==> config.mk <==
export PLATFORM = sky130hd
export DESIGN_NAME = i2s_tx
export DESIGN_NICKNAME = d
export VERILOG_FILES = /design/src/rtl/i2s_tx.sv
export SDC_FILE = /design/constraint.sdc
export NUM_CORES = 1
export LEC_CHECK = 0
export CAP_MARGIN = 25
export CORE_UTILIZATION = 30
export CTS_CLUSTER_DIAMETER = 150
export CTS_CLUSTER_SIZE = 14
export DETAILED_ROUTE_END_ITERATION = 8
export GPL_TIMING_DRIVEN = 0
export HOLD_SLACK_MARGIN = 0.05
export SETUP_SLACK_MARGIN = 0.2
export SLEW_MARGIN = 25
export SYNTH_ARGS = -nofsm -noshare
export SYNTH_HDL_FRONTEND = slang
export SYNTH_SLANG_ARGS = --single-unit
export TNS_END_PERCENT = 10
==> constraint.sdc <==
create_clock -name clk -period 3.5 [get_ports clk]
set_input_delay 0.7 -clock clk [delete_from_list [all_inputs] [get_ports clk]]
set_output_delay 0.7 -clock clk [all_outputs]
set_load 0.02 [all_outputs]
==> src/rtl/i2s_tx.sv <==
// I2S transmitter: mono samples are duplicated into both stereo slots and shifted out MSB first.
// A single hold register with a full flag decouples sample arrival from the frame timing.
module i2s_tx #(
   parameter int data_width = 16,
   parameter int bclk_div   = 8
) (
   input  logic                  clk,
   input  logic                  reset,
   input  logic [data_width-1:0] sample_in,
   input  logic                  sample_valid,
   output logic                  sample_request,
   output logic                  underrun,
   output logic                  overrun,
   output logic                  bclk,
   output logic                  lrclk,
   output logic                  sdata
);

   localparam int DIV_W = (bclk_div > 1) ? $clog2(bclk_div) : 1;
   localparam int BIT_W = $clog2(2 * data_width);
   localparam int SH_W  = 2 * data_width;

   localparam logic [DIV_W-1:0] DIV_LAST = DIV_W'(bclk_div - 1);
   localparam logic [BIT_W-1:0] BIT_LAST = BIT_W'(2 * data_width - 1);
   localparam logic [BIT_W-1:0] BIT_HALF = BIT_W'(data_width);

   logic [DIV_W-1:0]      r_div_cnt;
   logic [BIT_W-1:0]      r_bit_cnt;
   logic [SH_W-1:0]       r_shift;
   logic [data_width-1:0] r_hold;
   logic [data_width-1:0] r_last;
   logic                  r_full;
   logic                  r_bclk;
   logic                  r_lrclk;
   logic                  r_sdata;
   logic                  r_sample_request;
   logic                  r_underrun;
   logic                  r_overrun;

   logic                  w_div_end;
   logic                  w_fe;
   logic                  w_wrap;
   logic [BIT_W-1:0]      w_bit_nxt;
   logic [data_width-1:0] w_word;

   // Falling-edge and frame-wrap detection; the frame word is sampled before any same-cycle load.
   always_comb begin
      w_div_end = (r_div_cnt == DIV_LAST);
      w_fe      = w_div_end & r_bclk;
      if (r_bit_cnt == BIT_LAST) begin
         w_bit_nxt = BIT_W'(0);
      end else begin
         w_bit_nxt = r_bit_cnt + BIT_W'(1);
      end
      w_wrap = w_fe & (w_bit_nxt == BIT_W'(0));
      if (r_full) begin
         w_word = r_hold;
      end else begin
         w_word = r_last;
      end
   end

   // Bit clock generation, serializer and sample holding register.
   always_ff @(posedge clk) begin
      if (reset) begin
         r_div_cnt        <= DIV_W'(0);
         r_bit_cnt        <= BIT_LAST;
         r_shift          <= SH_W'(0);
         r_hold           <= data_width'(0);
         r_last           <= data_width'(0);
         r_full           <= 1'b0;
         r_bclk           <= 1'b0;
         r_lrclk          <= 1'b1;
         r_sdata          <= 1'b0;
         r_sample_request <= 1'b0;
         r_underrun       <= 1'b0;
         r_overrun        <= 1'b0;
      end else begin
         r_sample_request <= 1'b0;
         r_underrun       <= 1'b0;
         r_overrun        <= 1'b0;

         if (w_div_end) begin
            r_div_cnt <= DIV_W'(0);
            r_bclk    <= ~r_bclk;
         end else begin
            r_div_cnt <= r_div_cnt + DIV_W'(1);
         end

         // sdata takes the old MSB, giving the one-bit delay relative to lrclk.
         if (w_fe) begin
            r_bit_cnt <= w_bit_nxt;
            r_lrclk   <= (w_bit_nxt >= BIT_HALF);
            r_sdata   <= r_shift[SH_W-1];
            if (w_wrap) begin
               r_shift <= {w_word, w_word};
            end else begin
               r_shift <= {r_shift[SH_W-2:0], 1'b0};
            end
         end

         if (w_wrap) begin
            r_sample_request <= 1'b1;
            if (r_full) begin
               r_last <= r_hold;
            end
            // A sample arriving exactly at the wrap refills hold for the next frame.
            if (sample_valid) begin
               r_hold <= sample_in;
               r_full <= 1'b1;
            end else begin
               r_full     <= 1'b0;
               r_underrun <= ~r_full;
            end
         end else if (sample_valid) begin
            r_hold    <= sample_in;
            r_full    <= 1'b1;
            r_overrun <= r_full;
         end
      end
   end

   assign sample_request = r_sample_request;
   assign underrun       = r_underrun;
   assign overrun        = r_overrun;
   assign bclk           = r_bclk;
   assign lrclk          = r_lrclk;
   assign sdata          = r_sdata;

endmodule

==> Yosys cells after proc, flatten, opt, wreduce, memory -nomap -nowiden <==
Index checks and enable logic that the tools add are counted.
{ "totals": {"ff_bits": 79, "out_inout_bits": 6, "elab_cells": 35} }
{ "classes": {"add_sub_neg": 2, "magnitude_cmp": 1, "n_eq_ne": 2, "muxes": 7, "bitwise": 6, "n_reduce_logical": 5} }
{ "op_table": {"columns": ["op", "n"], "rows": [
  ["$mux W32", 1],
  ["$mux W16", 1],
  ["$reduce_or A3 Y1", 2],
  ["$add A5 B1 Y5 const B", 1],
  ["$eq A5 B5 Y1 const B", 1],
  ["$ge A5 B5 Y1 const B", 1],
  ["$logic_not A5 Y1", 1],
  ["$mux W5", 1],
  ["$mux W1", 4],
  ["$not A1 Y1", 4],
  ["$add A3 B1 Y3 const B", 1],
  ["$eq A3 B3 Y1 const B", 1],
  ["$and A1 B1 Y1", 2],
  ["$reduce_bool A2 Y1", 1],
  ["$reduce_or A2 Y1", 1]
]} }

==> Depth between registers and ports, before layout <==
Gate-level depths: netlist of the first run.
{ "logic_depth": {"depth_word": 6, "depth_mapped": 8, "mapped_depth_nobuf": 6} }

==> Worst setup path before layout of the first run <==
Ideal clock, no wire load.
{ "synth_path": {"path_kind": "reg2reg", "startpoint": "register r_bit_cnt[0]", "endpoint": "register r_last[10]", "t_arrival_ps": 2115, "setup_slack_ps": 1314, "stages_incl_launch_ff": 9, "path_buffers": 2, "synth_period_minus_slack_ps": 2186, "cell_sequence": "dfxtp_1 -> ha_1 -> and3_1 -> ha_1 -> nand2b_1 -> clkbuf_1 -> nor3_4 -> buf_6 -> mux2i_1"} }
{ "synth_between": {"elab_chain_len": 4, "word_cells_on_any_way": 5, "cone_classes": "1 x add/sub; 1 x eq/ne; 1 x mux; 1 x bitwise; 1 x reduce/logical"} }
{ "synth_lines": {"columns": ["item", "line_no", "source"], "rows": [
  ["from (decl)", "28", "logic [BIT_W-1:0] r_bit_cnt;"],
  ["from (signal assigned)", "92", "r_bit_cnt <= w_bit_nxt;"],
  ["$add A5 B1 Y5 / $eq A5 B5 Y1 (equally long branches)", "53, 50", null],
  ["$mux W5 *", "50", "if (r_bit_cnt == BIT_LAST) begin"],
  ["net w_bit_nxt[4]", "43", "logic [BIT_W-1:0] w_bit_nxt;"],
  ["$logic_not A5 Y1 *", "55", "w_wrap = w_fe & (w_bit_nxt == BIT_W'(0));"],
  ["$and A1 B1 Y1 *", "55", null],
  ["to (signal assigned)", "70", "r_last <= data_width'(0);"],
  ["to (signal assigned)", "105", "r_last <= r_hold;"],
  ["to (decl)", "31", "logic [data_width-1:0] r_last;"]
]} }
Mark *: on every way through the listed nets, which the timed path passes. The rest lies on a longest branch.
A chain may end at the register's enable or synchronous reset.

==> Final worst setup path of the first run <==
{ "layout_path": {"startpoint": "input port reset", "endpoint": "register r_hold[8]"} }
{ "layout_lines": {"columns": ["item", "line_no", "source"], "rows": [
  ["from (decl)", "8", "input logic reset,"],
  ["to (signal assigned)", "69", "r_hold <= data_width'(0);"],
  ["to (signal assigned)", "109", "r_hold <= sample_in;"],
  ["to (signal assigned)", "116", "r_hold <= sample_in;"],
  ["to (decl)", "30", "logic [data_width-1:0] r_hold;"]
]} }
No word-level cell between the ends.

==> metrics.yaml, run 1 <==
synthFlopType: "dfxtp_1"
hold_viol: 0
wl_met2_um: 3670
numCtsBuffers: 9
dr_wl_met3_um: 212
worstPathArrival_ns: 3.03
post_cts_buffers: 0
ant_nets: 0
hold_ws_ns: 0.428
hold_depth: 1
path_class: "in -> reg"
antenna_cells: 0
syn_area_um2: 3590
fmax_mhz: 354
avgSynthCellArea_um2: 9.74
end_kind: "flip-flop"
io_buffers: 23
drive_gt1_share_pct: 7.13
fin_crit_ns: 2.82
async_reset_ff_share_pct: 0
ys_top_cells_by_count: "93 x nand2b_1, 79 x dfxtp_1, 47 x mux2i_1"
finalNonFillerCells: 550
areaGrowthSynthToFinish_pct: 20.3
final.period_utilization_pct: 80.7
drt_iter0_markers: 93
pre_cts_slack_ns: 0.267
yosys_warnings: 0
clock-sinks: 79
grt_pass1_wl_um: 13500
nets: 426
num_rows: 39
synth.top_cell.area_share_pct: 44.1
crit_path_max_incr_delay_ns: 0.53
initial_core_util_pct: 31.1
setup_viol: 0
drc: 0
vdd_drop_max_uv: 256
num_vias: 2713
setup_tns_ns: 0
ys_types: 33
cts-root-buf: "clkbuf_16"
final_util_pct: 37.5
cp-start-kind: "input pin"
routed_wl_um: 7830
rr_worst_depth: 8
cp_max_fo: 10
cap_violations: 0
leakagePower_nw: 1.49
finalMaxSlewViolations: 0
powerDensity_nw_per_um2: 464
grt_pass1_vias: 2790
worst_path_dominant_cell_family: "buffers and inverters"
synth_top_area_cell: "dfxtp_1"
clk_latency_ns: 0.34
dp_hpwl_um: 5660
wl_per_cell_um: 14.2
dieArea_um2: 12400
critical_path_required_ns: 3.70
gp_congestion: 0.782
crit_top_cell: "clkbuf_1"
cts_tree: "built"
netlist_instances: 368
routed.top_layer: "met4"
grt_start_max_net_pins: 14
cp_num_cells: 6
dieHeight_um: 111
fp.dieW_um: 111
cp.buffers_inverters: 5
drt-pass1-iter-count: 4
setup_ws_ns: 0.675
cts_max_path_buffers: 2
synth_edf_count: 0
cpMaxStageDelayCell: "clkdlybuf4s50_1"
rsz0062_at_grt: "no"
grt_usage_pct: 13.8
core-area_um2: 11500
synthTopCellsByArea: "dfxtp_1 44%, nand2b_1 16%, mux2i_1 13%, o311ai_1 7.3%, or4_1 3.3%"
clk_pin_slew_ns: 0.06
hold_class: "reg -> reg"
status: "finished, final reports clean"
ios: 25
cts_max_level: 3
ys_ff_latch: 79
synth_fp_nets: 392
fin_worst_skew_ns: 0.00544
overflow: 0
relSlewSlack_pct: 52.1
hold_buffers: 0
dp_cells: 534
drt-met1-wl_um: 3810
post_cts_resized: 0
worst_pin_slew_ns: 0.719
ys_seq_area_share_pct: 44.1
yosysMostFrequentCell: "nand2b_1"
vias_per_cell: 4.93
antenna_found_initial: 0
crit_chain: "clkdlybuf4s50_1 -> clkbuf_1 -> clkbuf_1 -> clkbuf_1 -> buf_1 -> nor2_1"
## metal layers
layer	vias up	track usage, %
met1	1291	17.5
li1	1381	-
met5	-	0
met3	9	2.61
met2	32	22.6
met4	0	6.76
## logic make-up (layout without fill, tap and decap cells)
group,count (synthesis),in the layout,share of synthesized area [%]
XOR/XNOR,1,1,0.244
adder cells (fa/ha/maj),5,5,1.74
AO/OA/AOI/OAI,44,44,10.1
buffers and inverters,33,72,4.05
multiplexers,47,47,13.1
flip-flops,79,79,44.1
AND/OR/NAND/NOR,159,159,26.6
## layout by cell type, fill, tap and decap left out, types with 4 or more instances in the layout
cell / n
nand2b_1: 93
clkbuf_16: 9
or4_1: 16
o311ai_1: 30
nand2_1: 11
clkdlybuf4s50_1: 23
dfxtp_1: 79
clkbuf_1: 19
mux2i_1: 47
ha_1: 5
nor3_1: 5
nor2_1: 19
buf_2: 8
o21ai_0: 4
## worst paths after layout
path	start	endpoint	slack (ns)
setup reg to reg	r_bit_cnt[0]	r_last[6]	1.01
hold / removal	r_div_cnt[0]	r_div_cnt[0]	0.43
setup / recovery	reset	r_hold[8]	0.68
hold reg to reg	r_div_cnt[0]	r_div_cnt[0]	0.43
## power by group
group | switching [mW] | leakage (nW) | internal (mW) | total, mW
clock | 0.367 | 0.155 | 0.612 | 0.979
combinational | 0.0443 | 0.689 | 0.0545 | 0.0989
sequential | 0.0104 | 0.641 | 0.915 | 0.925
## flip-flops by register name, summed over array words and instances, names as in the netlist
| register | cells |
|---|---|
| underrun | 1 |
| r_shift | 32 |
| r_last | 16 |
| bclk | 1 |
| r_hold | 16 |
| r_bit_cnt | 5 |
| sdata | 1 |
| r_div_cnt | 3 |
| sample_request | 1 |
| r_full | 1 |
| lrclk | 1 |
| overrun | 1 |
## stage by stage
| stage | area, um^2 | power, mW |
|---|---|---|
| 2_1_floorplan | 3590 | 1.00 |
| 3_3_place_gp | 4000 | 1.04 |
| 3_5_place_dp | 4000 | 1.04 |
| 4_1_cts | 4310 | 2.02 |
| 5_1_grt | 4310 | 2.07 |
| 6_report | 4310 | 2.00 |
## cell type report
class                   instances  area, um^2
repair buffers                 23         230
flip-flops and latches         79        1580
plain buffers                  32         141
well taps                     143         179
multi-input cells             256        1860
inverters                       1        3.75
fillers                      1168        7200
clock buffers                  12         267
clock inverters                 4        51.3
No activity file was read; power rests on OpenSTA's default activity.
==> run 2: changes to the inputs <==
Clock period 3.5 ns to 2.75 ns, I/O delays scaled along.
==> metrics.yaml, run 2 (synthesized netlist as in run 1, its figures left out) <==
grt_pass1_vias: 2790
worstPathArrival_ns: 2.63
ant_nets: 0
gp_congestion: 0.782
hold_buffers: 0
grt_usage_pct: 13.8
wl_per_cell_um: 14.1
fin_worst_skew_ns: 0.00595
reg_top3: "r_shift (32), r_hold (16), r_last (16)"
cpMaxStageDelayCell: "or4_1"
dieHeight_um: 111
dp_hpwl_um: 5660
status: "finished, final reports clean"
routed_wl_um: 7820
leakagePower_nw: 1.51
ios: 25
critical_path_required_ns: 2.99
dp_cells: 534
power_mw: 2.55
final_util_pct: 37.7
cp-start-kind: "flip-flop"
drc: 0
worst_path_dominant_cell_family: "simple AND/OR/NAND/NOR gates"
dieArea_um2: 12400
relSlewSlack_pct: 52.0
worst_pin_slew_ns: 0.720
final_common_cell: "nand2b_1"
final.period_utilization_pct: 86.9
vdd_drop_max_uv: 326
finalNonFillerCells: 553
areaGrowthSynthToFinish_pct: 21.0
crit_path_max_incr_delay_ns: 0.64
cap_violations: 0
antenna_found_initial: 0
cp.buffers_inverters: 1
rr_worst_depth: 7
drt-pass1-iter-count: 4
clk_pin_slew_ns: 0.06
numCtsBuffers: 9
cp_max_fo: 10
clock-sinks: 79
nets: 429
hold_viol: 0
top_register: "r_shift"
cts-root-buf: "clkbuf_16"
fin_crit_ns: 2.39
powerDensity_nw_per_um2: 587
cts_max_path_buffers: 2
cp_num_cells: 7
clk_latency_ns: 0.34
drive_gt1_share_pct: 8.29
hold_depth: 1
fmax_mhz: 419
end_kind: "flip-flop"
vias_per_cell: 4.89
crit_chain: "ha_1 -> and3_1 -> ha_1 -> nand2b_1 -> clkbuf_1 -> or4_1 -> o311ai_1"
setup_ws_ns: 0.361
drt_iter0_markers: 104
largest_reg_flops: 32
grt_start_max_net_pins: 14
io_buffers: 23
overflow: 0
antenna_cells: 0
num_rows: 39
core-area_um2: 11500
crit_top_cell: "ha_1"
cts_max_level: 3
path_class: "reg -> reg"
num_vias: 2706
setup_viol: 0
pre_cts_slack_ns: -0.333
fp.dieW_um: 111
mostFrequentLayoutCells: "93 x nand2b_1, 79 x dfxtp_1, 47 x mux2i_1"
initial_core_util_pct: 31.1
hold_ws_ns: 0.428
rsz0062_at_grt: "no"
cts_tree: "built"
grt_pass1_wl_um: 13500
hold_class: "reg -> reg"
finalMaxSlewViolations: 0
-- run 2: path summary, 6_finish.rpt --
kind,from,to,slack [ns]
max,r_bit_cnt[0],r_shift[23],0.36
min,r_div_cnt[0],r_div_cnt[0],0.43
max reg2reg,r_bit_cnt[0],r_shift[23],0.36
min reg2reg,r_div_cnt[0],r_div_cnt[0],0.43
-- run 2: metal layers --
metal	up-vias	global-route usage, %	part of all wire (%)
li1	1384	-	-
met1	1282	17.5	49
met5	-	0	0
met2	33	22.6	47
met4	0	6.76	1.3
met3	7	2.61	2.7
-- run 2: metrics by stage --
step                      area [um^2]  TNS [ns]
after CTS                        4310         0
after floorplan                  3590         0
after global routing             4340         0
after detailed placement         4000     -3.21
final                            4340         0
after global placement           4000     -3.05
-- run 2: layout make-up --
cell class / count / area (um^2)
fillers: 1167 / 7180
flip-flops and latches: 79 / 1580
clock buffers: 12 / 267
plain buffers: 32 / 144
well taps: 143 / 179
clock inverters: 4 / 51.3
repair buffers: 26 / 253
inverters: 1 / 3.75
multi-input cells: 256 / 1860
-- run 2: power by group --
group | leakage, nW | switching (mW) | internal, mW
clock | 0.155 | 0.465 | 0.778
sequential | 0.641 | 0.0131 | 1.16
combinational | 0.712 | 0.0562 | 0.0698
-- run 2: timing repair --
action,4_1_cts,5_1_grt
endpoints found under the setup margin,10,21
hold endpoints to repair,0,0
resized for setup,1,2
buffers inserted,0,3
pin swaps,0,1
-- run 2: worst reg2reg max path, delay by kind of cell (launching register included) --
family                   cells  cell delay, ns
flip-flops                   1            0.47
AO/OA/AOI/OAI                1            0.11
adder cells (fa/ha/maj)      2            0.49
buffers and inverters        1            0.22
AND/OR/NAND/NOR              3            1.00
